File: config.mk
export PLATFORM = sky130hd
export DESIGN_NAME = spi_serf
export DESIGN_NICKNAME = d
export VERILOG_FILES = /design/src/rtl/spi_pkg.sv /design/src/rtl/spi_sync_edge.sv /design/src/rtl/spi_serf.sv
export SDC_FILE = /design/constraint.sdc
export NUM_CORES = 1
export LEC_CHECK = 0
export BUFFER_PORTS_ARGS = -buffer_cell sky130_fd_sc_hd__buf_2
export CORE_ASPECT_RATIO = 0.9
export CORE_MARGIN = 3
export CORE_UTILIZATION = 50
export CTS_CLUSTER_DIAMETER = 120
export CTS_CLUSTER_SIZE = 14
export DETAILED_ROUTE_END_ITERATION = 7
export PLACE_DENSITY_LB_ADDON = 0.12
export SYNTH_ARGS = -nofsm -noshare
export SYNTH_HDL_FRONTEND = slang
export SYNTH_SLANG_ARGS = --single-unit
File: constraint.sdc
create_clock -name clk -period 2.7 [get_ports clk]
set_input_delay 0.27 -clock clk [delete_from_list [all_inputs] [get_ports clk]]
set_output_delay 0.27 -clock clk [all_outputs]
set_load 0.02 [all_outputs]
File: src/rtl/spi_pkg.sv
// rtl/spi_pkg.sv - shared types and constants for the SPI responder
package spi_pkg;

  typedef enum logic {IDLE, ACTIVE} spi_serf_state_t;

  localparam int SPI_FRAME_BITS = 16;

endpackage

File: src/rtl/spi_sync_edge.sv
// rtl/spi_sync_edge.sv - multi-flop synchronizer with level, rise and fall pulse outputs
module spi_sync_edge #(
  parameter int   SYNC_STAGES = 2,
  parameter logic RST_VAL     = 1'b1
) (
  input  logic clk,
  input  logic rst_n,
  input  logic i_d,
  output logic o_level,
  output logic o_rise,
  output logic o_fall
);

  logic [SYNC_STAGES-1:0] r_sync;
  logic                   r_prev;

  always_ff @(posedge clk or negedge rst_n) begin
    if (!rst_n) begin
      r_sync <= {SYNC_STAGES{RST_VAL}};
      r_prev <= RST_VAL;
    end else begin
      r_sync <= {r_sync[SYNC_STAGES-2:0], i_d};
      r_prev <= r_sync[SYNC_STAGES-1];
    end
  end

  assign o_level = r_sync[SYNC_STAGES-1];
  assign o_rise  = o_level & ~r_prev;
  assign o_fall  = ~o_level & r_prev;

endmodule

File: src/rtl/spi_serf.sv
// rtl/spi_serf.sv - oversampling 16-bit SPI responder; SPI_SERF_FRMERR_EN adds frm_err
module spi_serf
  import spi_pkg::*;
#(
  parameter int SYNC_STAGES = 2
) (
  input  logic                      clk,
  input  logic                      rst_n,
  input  logic                      SS_n,
  input  logic                      SCLK,
  input  logic                      MOSI,
  output logic                      MISO,
  input  logic                      wrt,
  input  logic [SPI_FRAME_BITS-1:0] tx_data,
  output logic [SPI_FRAME_BITS-1:0] rx_data,
`ifdef SPI_SERF_FRMERR_EN
  output logic                      frm_err,
`endif
  output logic                      rdy
);

  localparam int W = SPI_FRAME_BITS;

  logic w_sclk_level, w_sclk_rise, w_sclk_fall;
  logic w_ss_level, w_ss_rise, w_ss_fall;
  logic w_mosi, w_mosi_rise, w_mosi_fall;
  logic w_unused;

  spi_serf_state_t r_state, w_state_nxt;
  logic [W-1:0]    r_shft, w_shft_nxt;
  logic            r_rdy, w_rdy_nxt;

  spi_sync_edge #(.SYNC_STAGES(SYNC_STAGES), .RST_VAL(1'b1)) u_sclk_sync (
    .clk(clk), .rst_n(rst_n), .i_d(SCLK),
    .o_level(w_sclk_level), .o_rise(w_sclk_rise), .o_fall(w_sclk_fall)
  );

  spi_sync_edge #(.SYNC_STAGES(SYNC_STAGES), .RST_VAL(1'b1)) u_ss_sync (
    .clk(clk), .rst_n(rst_n), .i_d(SS_n),
    .o_level(w_ss_level), .o_rise(w_ss_rise), .o_fall(w_ss_fall)
  );

  // Same depth as SCLK so the level seen on a detected rise is the bit the monarch set up
  spi_sync_edge #(.SYNC_STAGES(SYNC_STAGES), .RST_VAL(1'b0)) u_mosi_sync (
    .clk(clk), .rst_n(rst_n), .i_d(MOSI),
    .o_level(w_mosi), .o_rise(w_mosi_rise), .o_fall(w_mosi_fall)
  );

  assign w_unused = ^{w_sclk_level, w_sclk_fall, w_ss_level, w_mosi_rise, w_mosi_fall};

  always_ff @(posedge clk or negedge rst_n) begin
    if (!rst_n) begin
      r_state <= IDLE;
      r_shft  <= '0;
      r_rdy   <= 1'b0;
    end else begin
      r_state <= w_state_nxt;
      r_shft  <= w_shft_nxt;
      r_rdy   <= w_rdy_nxt;
    end
  end

  always_comb begin
    w_state_nxt = r_state;
    w_shft_nxt  = r_shft;
    w_rdy_nxt   = r_rdy;
    case (r_state)
      IDLE: begin
        if (wrt) begin
          w_shft_nxt = tx_data;
          w_rdy_nxt  = 1'b0;
        end
        if (w_ss_fall) begin
          w_state_nxt = ACTIVE;
          w_rdy_nxt   = 1'b0;
        end
      end
      ACTIVE: begin
        // wrt is deliberately not decoded here so a mid-frame load cannot corrupt the reply
        if (w_sclk_rise) w_shft_nxt = {r_shft[W-2:0], w_mosi};
        if (w_ss_rise) begin
          w_state_nxt = IDLE;
          w_rdy_nxt   = 1'b1;
        end
      end
      default: w_state_nxt = IDLE;
    endcase
  end

`ifdef SPI_SERF_FRMERR_EN
  logic [4:0] r_rise_cnt, w_rise_cnt_nxt, w_rise_cnt_inc;
  logic       r_frm_err, w_frm_err_nxt;

  always_ff @(posedge clk or negedge rst_n) begin
    if (!rst_n) begin
      r_rise_cnt <= '0;
      r_frm_err  <= 1'b0;
    end else begin
      r_rise_cnt <= w_rise_cnt_nxt;
      r_frm_err  <= w_frm_err_nxt;
    end
  end

  // Saturating so over-long frames never alias back to a legal count
  assign w_rise_cnt_inc = (w_sclk_rise && r_rise_cnt != 5'd31) ? r_rise_cnt + 5'd1 : r_rise_cnt;

  always_comb begin
    w_rise_cnt_nxt = r_rise_cnt;
    w_frm_err_nxt  = r_frm_err;
    if (r_state == IDLE) begin
      if (wrt) w_frm_err_nxt = 1'b0;
      if (w_ss_fall) begin
        w_rise_cnt_nxt = '0;
        w_frm_err_nxt  = 1'b0;
      end
    end else begin
      w_rise_cnt_nxt = w_rise_cnt_inc;
      if (w_ss_rise) w_frm_err_nxt = (w_rise_cnt_inc != 5'(SPI_FRAME_BITS));
    end
  end

  assign frm_err = r_frm_err;
`endif

  assign MISO    = r_shft[W-1];
  assign rx_data = r_shft;
  assign rdy     = r_rdy;

endmodule
==> impl_metrics.yaml <==
synthesis:
  synth-edff-count: 0
  number_of_distinct_library_cells_after_synthesis: 16
  synthMostInstantiatedCell: "dfrtp_1"
  synth_top_cell_by_area: "dfrtp_1"
  ys.warnings.count: 0
  synth_top_cell_area_share_pct: 48.4
  syn-num-nets: 114
  ys_top_cells_by_count: "20 x dfrtp_1, 18 x nor2_1, 14 x a21oi_1, 14 x o22ai_1, 6 x dfstp_2"
  synth.area.top_cells: "dfrtp_1 48%, dfstp_2 15%, o22ai_1 8.5%, a21oi_1 6.8%, nor2_1 6.5%"
  synth_ff_type: "dfrtp_1"
  synth-seq-area-share_pct: 63.7
  synth.ff_latch_count: 26
  synth-async-reset-ratio_pct: 100
  syn-cell-area_um2: 1030
  syn_avg_cell_area_um2: 11.2
  post_synth_inst_count: 92
critical_path:
  cp-end-kind: "register"
  critical_path_peak_fanout: 9
  worst_ep_required_time_ps: 2940
  crit_path_cell_chain: "nor2b_1, buf_4, nor2_1, a21oi_1"
  critical_path.startpoint_type: "register"
  kind_of_critical_path: "register to register"
  cp_slowest_stage_delay_ps: 470
  crit_arrival_ps: 1710
  critical_path.slowest_cell: "nor2b_1"
clock_tree:
  clkTransAtPathRegs_ps: 140
  clock-root-buffer: "clkbuf_4"
  post-cts-setup-buffers: 0
  cts-buffers-inserted: 3
  cts-htree-levels: 1
  clock-sinks: 26
  clockBufferDepth: 2
  tritoncts_clock_tree: "yes"
  clock_insertion_delay_worst_skew_ps: 320
finish:
  final_core_util_pct: 70.8
  antenna_cells: 0
  area_growth_from_synthesis_to_layout_pct: 23.6
  number_of_nets_at_the_end_of_the_flow: 153
  post_route_cells_drive_above_1_share_pct: 42.3
  final.fill_count: 139
floorplanning:
  boundaryPins: 40
  die_area_um2: 2650
  core_region_area_um2: 1800
  initial_core_utilization_pct: 57.3
  row_count: 14
  die_y_um: 49.1
  die_w_um: 53.9
detailed_routing:
  routed_via_density: 5.35
  remaining_drc_errors: 0
  wire_per_inst_um: 13.4
  drt_pass1_iterations: 4
  route.final.wire_length_um: 2070
  drt.antenna.violating_nets: 0
  drt_first_iter_violations: 21
  detailroute.via_count: 824
sta:
  fin_setup_tns_ps: 0
  hold_violations: 0
  worst_rel_slew_slack_pct: 57.2
  hold_ws_ps: 28.1
  worst_slew_pin_slew_ps: 643
  layout_worst_path_cycle_share_pct: 54.5
  finalSetupViolations: 0
  grt_setup_unrepaired: "no"
  clock.fmax_ghz: 0.680
  finClkSkew_ps: 7.56
  finalCriticalPeriod_ps: 1470
  finalMaxSlewViolations: 0
placed_design:
  numPortBuffers: 39
  gp_congestion: 0.703
  detailed_place_hpwl_um: 1450
pwr:
  report.power.total_mw: 1.02
  power.switching_mw: 0.318
  vdd_drop_max_mv: 0.676
  cellLeakagePower_nw: 0.571
  sequentialPowerShare_pct: 49.0
  pwr-share-comb_pct: 25.4
  power-per-cell-area_nw_per_um2: 799
  p_int_mw: 0.703
  part_of_the_total_power_dissipated_in_the_clock_network_pct: 25.6
  power_switching_share_pct: 31.1
global_routing:
  vias_in_the_first_global_route: 820
  grt_remaining_overflow: 0
  grt_start_max_net_pins: 31
  gr-usage-all-layers_pct: 18.3
  grt_pass1_wl_um: 3570
  grt_antenna_before_repair: 0
status:
  status: "finished, final reports clean"
run:
  cap_violations: 0
worst_hold_path:
  worst_hold_path_type: "primary input to register"
[flip-flops by register name (all words and copies together) (netlist names)]
register and flops:
u_sclk_sync.r_prev 1, u_mosi_sync.r_sync 2, rx_data 16, rdy 1, r_state 1, u_sclk_sync.r_sync 2
u_ss_sync.r_prev 1, u_ss_sync.r_sync 2
[worst max-delay path: cells and delay by family (launching register included)]
kind,cells,cell delay (ps)
AOI/OAI and AO/OA,1,170
buffers and inverters,1,260
DFF,1,440
and+or+nand+nor,2,530
[layer usage]
| metal | share of wire, % | track usage [%] | routed length [um] |
|---|---|---|---|
| met5 | 0 | 0 | 0 |
| met4 | 0.63 | 3.40 | 13 |
| met1 | 42 | 23.0 | 876 |
| met2 | 49 | 29.8 | 1020 |
| met3 | 7.7 | 6.73 | 159 |
[what timing repair did]
| action | in CTS | in global routing |
|---|---|---|
| endpoints found under the hold margin | 20 | 0 |
| hold buffers | 1 | 0 |
| resized for setup | 0 | 0 |
[final cells by class]
class / instances / area [um2] / area share, %
flip-flops and latches: 26 / 658 / 51.5
multi-input cells: 58 / 317 / 24.8
repair buffers: 42 / 220 / 17.2
clock inverters: 1 / 30.0 / 2.35
well taps: 24 / 30.0 / 2.35
clock buffers: 3 / 22.5 / 1.76
[stage by stage]
stage	setup WS, ps	cells	instance area (um2)
3_3_place_gp	1370	149	1210
5_1_grt	1090	154	1280
4_1_cts	1230	154	1280
2_1_floorplan	1520	92	1030
6_report	1230	154	1280
3_5_place_dp	1300	149	1210
[layout by cell type, fill, tap and decap left out]
| cell type | n |
|---|---|
| a21oi_2 | 2 |
| dfstp_2 | 6 |
| o22ai_2 | 2 |
| dlygate4sd3_1 | 1 |
| nor2b_1 | 3 |
| o22ai_1 | 14 |
| a21oi_1 | 14 |
| bufinv_16 | 1 |
| dfrtp_1 | 20 |
| nand2b_1 | 2 |
| buf_4 | 2 |
| o21ai_0 | 2 |
| nor2_1 | 18 |
| nand3b_1 | 1 |
| buf_2 | 39 |
| clkbuf_4 | 3 |
[power groups by stage]
stage	Sequential (mW)	Combinational [mW]	Clock (mW)
floorplan	0.570	0.105	0
global placement	0.505	0.254	0
detailed placement	0.508	0.259	0
CTS	0.500	0.263	0.266
global route	0.510	0.287	0.286
finish	0.500	0.260	0.262
[logic make-up after synthesis]
group                  count (synthesis)  synth area share [%]
AOI/OAI and AO/OA                     34                  20.3
DFF                                   26                  63.7
buffers and inverters                  8                  5.69
and+or+nand+nor                       24                  10.3
[worst paths after layout]
check	from	slack (ps)	endpoint	cells after the start
hold reg to reg	u_ss_sync.r_sync[0]	370	u_ss_sync.r_sync[1]	0
setup / recovery	r_state	1230	rx_data[14]	4
max in group asynchronous	rst_n	1880	u_ss_sync.r_prev	2
min in group asynchronous	rst_n	450	rx_data[0]	2
hold / removal	SS_n	30	u_ss_sync.r_sync[0]	1
setup reg to reg	r_state	1230	rx_data[14]	4
No activity file was read; power rests on OpenSTA's default activity.
